$ cat src/rtl/srl_iter.sv
// rtl/srl_iter.sv - iterative multi-cycle logical/arithmetic right shifter
// Shifts at most STEP places per cycle; result held until the consumer accepts it.
module srl_iter #(
  parameter int STEP = 4
) (
  input  logic        clk,
  input  logic        resetn,
  input  logic        in_valid,
  output logic        in_ready,
  input  logic [31:0] in,
  input  logic [4:0]  sa,
  input  logic        arith,
  output logic        out_valid,
  input  logic        out_ready,
  output logic [31:0] out,
  output logic        busy
);

  localparam logic [4:0] STEP_K = 5'(STEP);

  typedef enum logic [1:0] {IDLE, SHIFT, DONE} state_t;

  state_t      state_q, state_d;
  logic [31:0] data_q, data_d;
  logic [4:0]  rem_q, rem_d;
  logic        fill_q, fill_d;

  logic [4:0]  step_k;
  logic [31:0] fill_mask;
  logic [31:0] shifted;

  // Final step may be shorter than STEP; fill mask covers exactly the vacated bits.
  always_comb begin
    step_k    = (rem_q < STEP_K) ? rem_q : STEP_K;
    fill_mask = fill_q ? ~(32'hFFFF_FFFF >> step_k) : 32'h0;
    shifted   = (data_q >> step_k) | fill_mask;
  end

  always_ff @(posedge clk or negedge resetn) begin
    if (!resetn) begin
      state_q <= IDLE;
      data_q  <= 32'h0;
      rem_q   <= 5'd0;
      fill_q  <= 1'b0;
    end else begin
      state_q <= state_d;
      data_q  <= data_d;
      rem_q   <= rem_d;
      fill_q  <= fill_d;
    end
  end

  always_comb begin
    state_d = state_q;
    data_d  = data_q;
    rem_d   = rem_q;
    fill_d  = fill_q;
    unique case (state_q)
      IDLE: begin
        if (in_valid) begin
          data_d  = in;
          rem_d   = sa;
          fill_d  = arith & in[31];
          state_d = (sa == 5'd0) ? DONE : SHIFT;
        end
      end
      SHIFT: begin
        data_d = shifted;
        rem_d  = rem_q - step_k;
        if (rem_q == step_k) begin
          state_d = DONE;
        end
      end
      DONE: begin
        if (out_ready) begin
          state_d = IDLE;
        end
      end
      default: state_d = IDLE;
    endcase
  end

  // Handshake outputs decode straight from state so an async reset drops them at once.
  assign in_ready  = (state_q == IDLE);
  assign out_valid = (state_q == DONE);
  assign busy      = (state_q != IDLE);
  assign out       = data_q;

endmodule

$ cat config.mk
export PLATFORM = sky130hd
export DESIGN_NAME = srl_iter
export DESIGN_NICKNAME = d
export VERILOG_FILES = /design/src/rtl/srl_iter.sv
export SDC_FILE = /design/constraint.sdc
export NUM_CORES = 1
export LEC_CHECK = 0
export ABC_AREA = 1
export BUFFER_PORTS_ARGS = -buffer_cell sky130_fd_sc_hd__clkbuf_2
export CAP_MARGIN = 40
export CORE_ASPECT_RATIO = 1.2
export CORE_MARGIN = 3
export CORE_UTILIZATION = 58
export DETAILED_ROUTE_END_ITERATION = 8
export MAX_ROUTING_LAYER = met4
export PLACE_DENSITY = 0.93
export SLEW_MARGIN = 25
export SYNTH_ARGS = -nofsm -noshare
export SYNTH_HDL_FRONTEND = slang
export SYNTH_SLANG_ARGS = --single-unit
$ cat constraint.sdc
create_clock -name clk -period 3.7 [get_ports clk]
set_clock_uncertainty 0.15 [all_clocks]
set_input_delay 0 -clock clk [delete_from_list [all_inputs] [get_ports clk]]
set_output_delay 0 -clock clk [all_outputs]
set_load 0.02 [all_outputs]
==> summary.md <==
| Metric | Value |
|---|---|
| Status | finished with violations |
| Failing checks | hold timing |
| DR vias/cell | 6.08 |
| Max Clk Rate | 345 MHz |
| Reg-to-Reg End | state_q[0] |
| Met3 WL | 879 um |
| Clock buffer depth | 2 |
| CP Class | register to register |
| Setup crit start kind | register |
| Top cells by count, synth | 100 x nand2_1, 81 x nand3_1, 51 x a21oi_1 |
| Worst path top cell family by delay | buffers and inverters |
| Mapped Area | 0.00306 mm2 |
| Syn nets | 507 |
| Area grow syn2layout | 30.8% |
| Final Hold Viols | 7 |
| Crit Path Max Fanout | 23 |
| First-pass GRT wire length | 16,000 um |
| DR iter-0 viols | 552 |
| Post-route ant nets | 0 |
| Placed Instances | 575 |
| Die width | 72.3 um |
| Gr ovfl total | 0 |
| WP depth | 8 |
| HPWL after DPL | 5970 um |
| Final non-filler cell total | 629 |
| Max-slew headroom | 49.2% |
| Clock-pin transition on the worst setup and hold timing paths | 0.08 ns |
| Crit-path most repeated cell | nand2_1 |
| CTS tree | done |
| Antenna violations before repair | 0 |
| Overall global routing resource usage | 32.7% |
| Drt total wl | 9570 um |
| Total of max-cap violations | 0 |
| R2r worst-path depth | 8 |
| Fraction of layout cells with a size suffix above 1 | 18.1% |
| WHS | -0.0109 ns |
| Ys Warns | 0 |
| Critical Path End Type | register |
| FILL cells | 343 |
| Die area | 0.00619 mm2 |
| Sum Neg Setup Slack | 0 ns |
| Final core occ | 80.0% |
| Uppermost layer routed | met4 |
| Synth area leaders | dfrtp_1 33%, nand3_1 13%, nand2_1 12%, a21oi_1 8.3%, nor2_1 5.5% |
| CP cell instances | inv_1, nand2_1, buf_8, nand2_1, nand2_1, o21ai_0, o21ai_0, dlygate4sd3_1 |
| Post-CTS sizing | 0 |
| Met2 WL | 4720 um |
| Sink Count | 40 |
| Pre-antenna DRT Iters | 6 |
| Core ar. | 0.00501 mm2 |
| P per Cell Area | 938 mW/mm2 |
| CP Capture Point | state_q[0] |
| Prevailing post-synth register cell | dfrtp_1 |
| Area share of the largest cell type after synthesis | 32.7% |
| Slew @ Worst Pin | 0.763 ns |
| Gate Count Post-Synth | 463 |
| Netlist cell types | 29 |
| DR DRC count | 0 |
| Async set-reset flop share out of synthesis | 100% |
| Maximum VDD drop | 675 uV |
| Fin. max-slew vios | 0 |
| Top cell type by total area after synthesis | dfrtp_1 |
| Post-Syn Area per Cell | 6.62 um2 |
| Period utilization | 78.3% |
| Pin count of the biggest net entering global routing | 44 |
| Worst path max stage delay | 0.57 ns |
| Buffer and inverter count on the worst path | 3 |
| #FFs+latches synth | 40 |
| Port bufs | 76 |
| Leakage | 1.93 nW |
| Crit path launch | rem_q[2] |
| Power Total | 3.76 mW |
| Initial Util | 61.1% |
| FF-to-FF setup slack | 0.80 ns |
| R2r startpoint | rem_q[2] |
| Fin nets | 612 |
| H-Tree Depth | 2 |
| Clk root buf | clkbuf_8 |
| Ports | 77 |
| Final setup violation count | 0 |
| RePlAce Congestion | 0.858 |
| Post-synth EDFFs | 0 |
| Vias in the first global route | 3,523 |
| # rows | 28 |
| Min-delay worst type | input port to asynchronous set/reset pin |
| Die Y-Extent | 85.6 um |
| Worst skew pair latency | 0.29 ns |
| Vias after detailed routing | 3,825 |
| Worst Path Arrival | 2.93 ns |
| Mean routed wirelength per cell | 15.2 um |
| Postcts setup bufs | 0 |
| Total CTS buffers | 5 |
| Cell with the most instances after synthesis | nand2_1 |
| RSZ-0062 raised after global routing | no |
| Metal-1 WL | 3570 um |
| Post-cts hold buffer count | 45 |
| Slowest CP cell | dlygate4sd3_1 |
| Critical Path RT | 3.73 ns |
| Post-synthesis sequential area ratio | 32.7% |
| Min Tclk post-route | 2.90 ns |
worst min-delay path by stage:
stage / to / cells past startpoint / from
after floorplan: fill_q / 0 / resetn
after global placement: out[20] / 1 / resetn
after detailed placement: out[20] / 1 / resetn
after CTS: out[20] / 2 / resetn
after global routing: out[20] / 2 / resetn
final: out[20] / 2 / resetn
flip-flops by register name, summed over array words and instances (netlist names):
register	count
fill_q	1
out	32
rem_q	5
state_q	2
routing by layer:
layer,vias up,global-route usage (%)
met2,268,57.1
met5,-,-
li1,1790,-
met4,0,10.8
met3,57,3.99
met1,1710,38.6
where the power goes:
| part | leakage [nW] | switching (mW) | total (mW) | internal (mW) |
|---|---|---|---|---|
| clock network | 0.0503 | 0.152 | 0.319 | 0.166 |
| registers | 0.469 | 0.323 | 1.00 | 0.678 |
| logic | 1.41 | 1.55 | 2.44 | 0.884 |
| total | 1.93 | 2.03 | 3.76 | 1.73 |
layout by cell type, fill, tap and decap left out, types with 2 or more instances in the layout:
| cell | n |
|---|---|
| ha_1 | 2 |
| buf_4 | 7 |
| nand4_1 | 18 |
| a2bb2oi_1 | 10 |
| o21ai_0 | 11 |
| dlygate4sd3_1 | 45 |
| nand2_1 | 100 |
| inv_2 | 3 |
| nor2_1 | 45 |
| inv_1 | 32 |
| dfrtp_1 | 40 |
| nor2_2 | 3 |
| o22ai_1 | 2 |
| clkbuf_8 | 7 |
| nand3_1 | 81 |
| clkbuf_2 | 76 |
| conb_1 | 2 |
| a21boi_1 | 11 |
| o211ai_1 | 9 |
| a21oi_1 | 51 |
| a22oi_1 | 2 |
metrics by stage:
stage	cell area, um2	hold slack [ns]	worst slack [ns]
2_1_floorplan	3060	-0.446	2.09
3_3_place_gp	3390	0.0574	1.11
3_5_place_dp	3440	-0.221	0.990
4_1_cts	3990	0.00188	0.641
5_1_grt	4000	0.0169	0.592
6_report	4010	-0.0109	0.802
area by class of cell:
cell class / count / area [um2] / share of cell area (%)
multi-input combinational: 355 / 1750 / 43.8
sequential: 40 / 1000 / 25.0
timing repair buffer: 131 / 946 / 23.6
inverter: 35 / 131 / 3.28
clock buffer: 7 / 96.3 / 2.40
tap: 60 / 75.1 / 1.87
antenna: 1 / 2.50 / 0.0625
cells by family after synthesis:
kind of cell | synth area share [%]
AO/OA/AOI/OAI | 19.9
adder cells (fa/ha/maj) | 0.817
buffers and inverters | 10.0
flip-flops | 32.7
other | 0.245
AND/OR/NAND/NOR | 36.3
Note: power is estimated with default switching activity, not from simulation.
